<file path="config.mk">
export PLATFORM = sky130hd
export DESIGN_NAME = mod3
export DESIGN_NICKNAME = d
export VERILOG_FILES = /design/src/rtl/mod3.sv
export SDC_FILE = /design/constraint.sdc
export NUM_CORES = 1
export LEC_CHECK = 0
export CAP_MARGIN = 0
export CORE_ASPECT_RATIO = 1.75
export CORE_MARGIN = 2
export CORE_UTILIZATION = 40
export DETAILED_ROUTE_END_ITERATION = 12
export PLACE_DENSITY = 0.75
export SYNTH_ARGS = -nofsm -noshare
export SYNTH_HDL_FRONTEND = slang
export SYNTH_SLANG_ARGS = --single-unit
</file>
<file path="constraint.sdc">
create_clock -name clk -period 2.5 [get_ports clk]
set_clock_uncertainty 0.05 [all_clocks]
set_input_delay 0.75 -clock clk [delete_from_list [all_inputs] [get_ports clk]]
set_output_delay 0.75 -clock clk [all_outputs]
set_load 0.005 [all_outputs]
</file>
<file path="src/rtl/mod3.sv">
// mod3: CH-channel one-entry buffered round-robin arbiter feeding one registered
// output carrying data+1 and parity. Optional transfer counter under MOD3_STATS_EN.
module mod3 #(
   parameter int CH = 4,
   parameter int W  = 3
) (
   input  logic                  clk,
   input  logic                  rst,
   input  logic [CH-1:0]         in_valid,
   input  logic [CH*W-1:0]       in_data,
   output logic [CH-1:0]         in_ready,
   output logic                  out_valid,
   input  logic                  out_ready,
   output logic [W:0]            out_sum,
   output logic                  out_par,
   output logic [$clog2(CH)-1:0] out_ch,
   output logic [15:0]           xfer_cnt
);
   localparam int CW = $clog2(CH);

   // Handshake: a word moves on any edge where valid && ready are both high.
   // Producers may not wait on ready to raise valid; in_ready depends only on
   // registered state, so no combinational path exists from any input to it.

   logic [CH-1:0] full;
   logic [W-1:0]  hold_data [CH];
   logic [CW-1:0] ptr;
   logic [CW-1:0] gnt_idx;
   logic [CW-1:0] ptr_nxt;
   logic          gnt_any;
   logic          free;
   logic          grant;

   assign in_ready = ~full;
   assign free     = !out_valid || out_ready;
   assign grant    = free && gnt_any;

   // Scan from ptr upward, wrapping at CH; first full channel wins.
   always_comb begin
      int            c;
      logic [CW-1:0] cand;
      gnt_any = 1'b0;
      gnt_idx = '0;
      c       = 0;
      cand    = '0;
      for (int j = 0; j < CH; j++) begin
         c = int'(ptr) + j;
         if (c >= CH) c = c - CH;
         cand = CW'(c);
         if (!gnt_any && full[cand]) begin
            gnt_any = 1'b1;
            gnt_idx = cand;
         end
      end
   end

   assign ptr_nxt = (gnt_idx == CW'(CH - 1)) ? '0 : gnt_idx + 1'b1;

   // Held words need no reset: full[] alone says whether they are meaningful.
   always_ff @(posedge clk) begin
      for (int i = 0; i < CH; i++) begin
         if (in_valid[i] && !full[i]) hold_data[i] <= in_data[i*W +: W];
      end
   end

   always_ff @(posedge clk) begin
      if (rst) begin
         full      <= '0;
         ptr       <= '0;
         out_valid <= 1'b0;
         out_sum   <= '0;
         out_par   <= 1'b0;
         out_ch    <= '0;
      end else begin
         for (int i = 0; i < CH; i++) begin
            if (grant && gnt_idx == CW'(i)) full[i] <= 1'b0;
            else if (in_valid[i] && !full[i]) full[i] <= 1'b1;
         end
         if (free) begin
            out_valid <= gnt_any;
            if (gnt_any) begin
               out_sum <= {1'b0, hold_data[gnt_idx]} + (W+1)'(1);
               out_par <= ^hold_data[gnt_idx];
               out_ch  <= gnt_idx;
               ptr     <= ptr_nxt;
            end
         end
      end
   end

`ifdef MOD3_STATS_EN
   always_ff @(posedge clk) begin
      if (rst) xfer_cnt <= '0;
      else if (out_valid && out_ready && xfer_cnt != 16'hFFFF) xfer_cnt <= xfer_cnt + 16'd1;
   end
`else
   assign xfer_cnt = 16'h0000;
`endif

endmodule

</file>
# Yosys cells after proc, flatten, opt, wreduce, memory -nomap -nowiden
# Memories as Yosys holds them, arrays and structs flattened.
# Index checks and enable logic that the tools add are counted.
[totals]
ff_bits = 14
mem_bits_rw = 12
input_bits = 19
output_inout_bits = 28
wordCells = 88
n_memories = 1
[op_classes]
add_sub_neg = 9
order_cmp = 8
n_eq_ne = 3
n_mux = 29
n_bitwise = 1
reduce_logical = 28
[mem_list]
columns = ["name", "depth", "width", "rd", "rd_ports_with_merged_regs", "write_ports", "line_no", "rtl"]
rows = [
  ["hold_data", 4, 3, 1, 0, 4, "26", "logic [W-1:0] hold_data [CH];"],
]
[op_table]
columns = ["cell", "n"]
rows = [
  ["2-to-1 mux 2 bit", 9],
  ["2-to-1 mux 1 bit", 16],
  ["logical AND 1 bit", 12],
  ["less-than comparator 2 x 3 -> 1 bit, second input constant", 4],
  [">= comparator 3 bit, second input constant", 3],
  ["binary-select mux 1 bit (select 2 bit)", 4],
  ["logical NOT 1 bit", 8],
  ["OR reduction 2 bit", 4],
  ["subtractor 2 x 1 -> 2 bit, second input constant", 4],
  ["adder 2 x 2 -> 3 bit, second input constant", 2],
  ["adder 3 x 1 -> 4 bit, second input constant", 1],
  ["== test 2 bit, second input constant", 2],
  ["inverter 4 bit", 1],
  ["adder 2 x 1 -> 3 bit, second input constant", 1],
  [">= comparator 2 x 3 -> 1 bit, second input constant", 1],
  ["parity 3 bit", 1],
  ["adder 2 x 1 -> 2 bit, second input constant", 1],
  ["== test 2 x 1 -> 1 bit, second input constant", 1],
  ["logical NOT 2 bit", 1],
  ["AND reduction 2 bit", 1],
  ["logical OR 1 bit", 1],
]

# Longest topological paths before layout
[logic_depth]
ltp_word = 17
depth_mapped = 8
ltp_nobuf = 8

# Least setup slack after synthesis
# Ideal clock, no wire load.
[synth_timing]
kind = "register to register"
startpoint = "register full[0]"
endpoint = "register out_par"
setup_ns = 0.091
arrival_ns = 2.277
required_time_ns = 2.359
path_slack_ns = 0.082
stages_incl_launch_ff = 9
n_path_buf = 0
period_less_slack_ns = 2.418
cell_sequence = "dfxtp_1 and2_4 and2_0 or3_4 clkinv_1 mux2i_1 ha_1 or3_1 a311oi_1"
[synth_via]
elab_chain_cells = 14
elab_cells_between_ends = 25
cone_classes = "16 x mux; 8 x reduce/logical; 1 x memory"
[synth_lines]
columns = ["item", "line_no", "rtl"]
rows = [
  ["from (decl)", "25", "logic [CH-1:0] full;"],
  ["from (signal assigned)", "68", "full <= '0;"],
  ["from (signal, indexed assignment)", "76", "if (grant && gnt_idx == CW'(i)) full[i] <= 1'b0;"],
  ["binary-select mux 1 bit (select 2 bit)", "50", "if (!gnt_any && full[cand]) begin"],
  ["2-to-1 mux 1 bit (not written as such)", "50", ""],
  ["2-to-1 mux 1 bit", "50", ""],
  ["logical NOT 1 bit", "50", ""],
  ["logical AND 1 bit", "50", ""],
  ["2-to-1 mux 1 bit", "50", ""],
  ["logical NOT 1 bit", "50", ""],
  ["logical AND 1 bit", "50", ""],
  ["2-to-1 mux 1 bit", "50", ""],
  ["logical NOT 1 bit", "50", ""],
  ["logical AND 1 bit", "50", ""],
  ["2-to-1 mux 2 bit *", "50", ""],
  ["via gnt_idx[0]", "28", "logic [CW-1:0] gnt_idx;"],
  ["memory read (4 x 3 bit) *", "--", ""],
  ["parity 3 bit *", "83", "out_par <= ^hold_data[gnt_idx];"],
  ["to (signal assigned)", "83", ""],
  ["to (decl)", "15", "output logic out_par,"],
]
# The timed path passes the listed nets; every way through them passes the cells marked *. The select of a mux whose other input is x is not followed.
# A chain may end at the register's enable or synchronous reset.

# Final worst setup path
[layout_timing]
startpoint = "register ptr[1]"
endpoint = "register out_par"
[layout_via]
elab_chain_cells = 16
elab_cells_between_ends = 40
cone_classes = "7 x add/sub; 4 x order compare; 20 x mux; 8 x reduce/logical; 1 x memory"
[layout_lines]
columns = ["item", "line_no", "rtl"]
rows = [
  ["from (decl)", "27", "logic [CW-1:0] ptr;"],
  ["from (signal assigned)", "85", "ptr <= ptr_nxt;"],
  ["branches (longest 13 deep; another with adder 2 x 1 -> 3 bit)", "--", ""],
  ["2-to-1 mux 2 bit *", "50", ""],
  ["via gnt_idx[0]", "28", ""],
  ["memory read (4 x 3 bit) *", "--", ""],
  ["parity 3 bit *", "83", ""],
]
# Mark *: on every way through the listed nets, which the timed path passes. The select of a mux whose other input is x is not followed.

==> flow_metrics.tcl <==
set metrics [dict create \
    post-route-period-util_pct 96.1 \
    synthArstFlopShare_pct 0 \
    cp_max_fo 4 \
    slew_viol_final 0 \
    hp-class "reg2reg" \
    yosysUniqueCellTypes 35 \
    grt_overflow_total 0 \
    die_area_um2 3790 \
    p_leak_nw 0.747 \
    clock_latency_ps 270 \
    synth_fa_ha_area_share_pct 4.75 \
    synth_xor_area_share_pct 0 \
    mostFrequentLayoutCells "clkdlybuf4s50_1, conb_1, buf_4" \
    multi_input_area_um2 609 \
    grt_pass1_vias 1023 \
    clock-sinks 26 \
    fillers 286 \
    finalSetupTns_ps 0 \
    cts.clk_slew.worst_paths_ps 90 \
    die_h_um 79.9 \
    layout_min_cycle_time_ps 2400 \
    viasPerCell 4.95 \
    cp-end-kind "register" \
    setup_viol 0 \
    grt_pass1_wl_um 4830 \
    crit_type "reg2reg" \
    drtIter0Drc 18 \
    netlist_area_um2 1320 \
    nets 199 \
    synth_edf_count 12 \
    dp_hpwl_um 2320 \
    ys.warnings.count 0 \
    rsz0062_at_grt "yes" \
    required_ps 2640 \
    drc 0 \
    htreeDepth 1 \
    synth-seq-area-share_pct 48.6 \
    drive_gt1_share_pct 19.5 \
    grt_max_degree 16 \
    finalHoldViolCount 0 \
    clockBufferDepth 2 \
    dr_total_vias 1074 \
    ys_seq_elements 26 \
    portBuffers 30 \
    status "finished clean" \
    dpl_cell_area_um2 1670 \
    antenna_found_initial 0 \
    register_area_um2 652 \
    drv_cap 0 \
    avgSynthCellArea_um2 10.3 \
    final_antenna_net_count 0 \
    muxShareOfSynthArea_pct 5.32 \
    dr.pass1.iters 4 \
    synth_top_flop_cell "dfxtp_1" \
    die_w_um 47.4 \
    ff2ff_setup_slack_ps 100 \
    area_delta_synth_final_pct 39.1 \
    synth_top_family_by_area "simple AND/OR/NAND/NOR gates" \
    cts_buffers 3 \
    cp-start-kind "register" \
    wl_per_cell_um 13.8 \
    rows 27 \
    wirelength_um 2990 \
    antenna_cells 0 \
    gp_congestion 0.923 \
    start_util_pct 41.9 \
    pre_cts_slack_ps -59.7 \
    cts_root_buffer "clkbuf_8" \
    pin_count 47 \
    core_um2 3140 \
    design_area_um2 1830 \
    vdd_drop_max_uv 519 \
    cts_hold_buf 0 \
    setup_ws_ps 97.0 \
    synth_cells 128 \
    layout_commonest_cell "clkdlybuf4s50_1" \
    power_density_nw_per_um2 950 \
    cts_tree "built" \
    crit_arrival_ps 2540 \
    grt_usage_pct 17.9 \
    synth_compound_area_share_pct 13.1 \
    max_freq_mhz 416 \
    synthSimpleGateAreaFrac_pct 16.2 \
    power_w 0.00174 \
]
## per-layer routing
metal | GRT usage, % | up-vias | share of wire (%)
li1 | - | 509 | -
met1 | 19.3 | 509 | 36
met2 | 31.2 | 45 | 55
met3 | 2.71 | 11 | 5.1
met4 | 8.89 | 0 | 3.7
met5 | 0 | - | 0
## worst paths after layout
kind | startpoint | to | depth (start not counted)
max | ptr[1]$_SDFFE_PP0P_ | out_par$_SDFFE_PP0P_ | 8
min | out_ch[1]$_SDFFE_PP0P_ | out_ch[1]$_SDFFE_PP0P_ | 2
max reg2reg | ptr[1]$_SDFFE_PP0P_ | out_par$_SDFFE_PP0P_ | 8
min reg2reg | out_ch[1]$_SDFFE_PP0P_ | out_ch[1]$_SDFFE_PP0P_ | 2
## critical path, stage by stage (launching register included)
cell,delay [ps]
dfxtp_4,370
mux2i_1,190
nor2_1,60
or3_4,430
clkinvlp_4,120
mux2i_2,250
ha_1,290
or3_1,350
a311oi_1,200
## layout make-up
type | instances | share of cell area [%]
well taps | 43 | 2.94
clock buffers | 3 | 2.25
clock inverters | 1 | 1.64
inverters | 7 | 1.64
repair buffers | 45 | 22.7
multi-input cells | 92 | 33.2
flip-flops and latches | 26 | 35.6
## state kept, by name, indices dropped and copies added (netlist names)
register	cells
out_ch	2
out_sum	4
hold_data	12
ptr	2
full	4
out_par	1
out_valid	1
## cell usage after synthesis (2+ instances only)
cell | count | share of area [%]
buf_4 | 16 | 9.1
dfxtp_1 | 14 | 21
edfxtp_1 | 12 | 27
nor2_1 | 12 | 3.4
mux2i_1 | 7 | 5.3
nand2_1 | 7 | 2.0
a211oi_1 | 6 | 3.4
a21oi_1 | 6 | 2.3
inv_1 | 6 | 1.7
ha_1 | 5 | 4.7
nor2b_1 | 4 | 1.9
o21ai_0 | 4 | 1.5
nand2b_1 | 3 | 1.4
a311oi_1 | 2 | 1.3
clkbuf_1 | 2 | 0.57
nand3_1 | 2 | 0.76
or3_1 | 2 | 0.95
## what timing repair did
item	CTS	global route
pin swaps	1	7
setup endpoints to repair	1	1
buffers inserted	2	4
gates resized for setup	7	7
## kinds of logic (layout without fill, tap and decap cells)
logic type               count (synthesis)  in the layout
AO/OA/AOI/OAI                           25             25
adder cells (fa/ha/maj)                  5              5
buffers and inverters                   25             56
flip-flops                              26             26
multiplexers                             7              7
other                                    1             16
AND/OR/NAND/NOR                         39             39
## metrics by stage
stage	util (%)	hold WS, ps	cells
global route	58.3	427	217
global placement	53.1	394	207
finish	58.3	405	217
floorplan	-	403	143
detailed placement	53.1	398	207
CTS	56.6	411	213
## power breakdown
part | leakage [nW] | internal (W) | switching [W]
combinational | 0.478 | 0.000445 | 0.000355
sequential | 0.233 | 0.000537 | 0.0000565
clock | 0.0357 | 0.000214 | 0.000133
No activity file was read; power rests on OpenSTA's default activity.
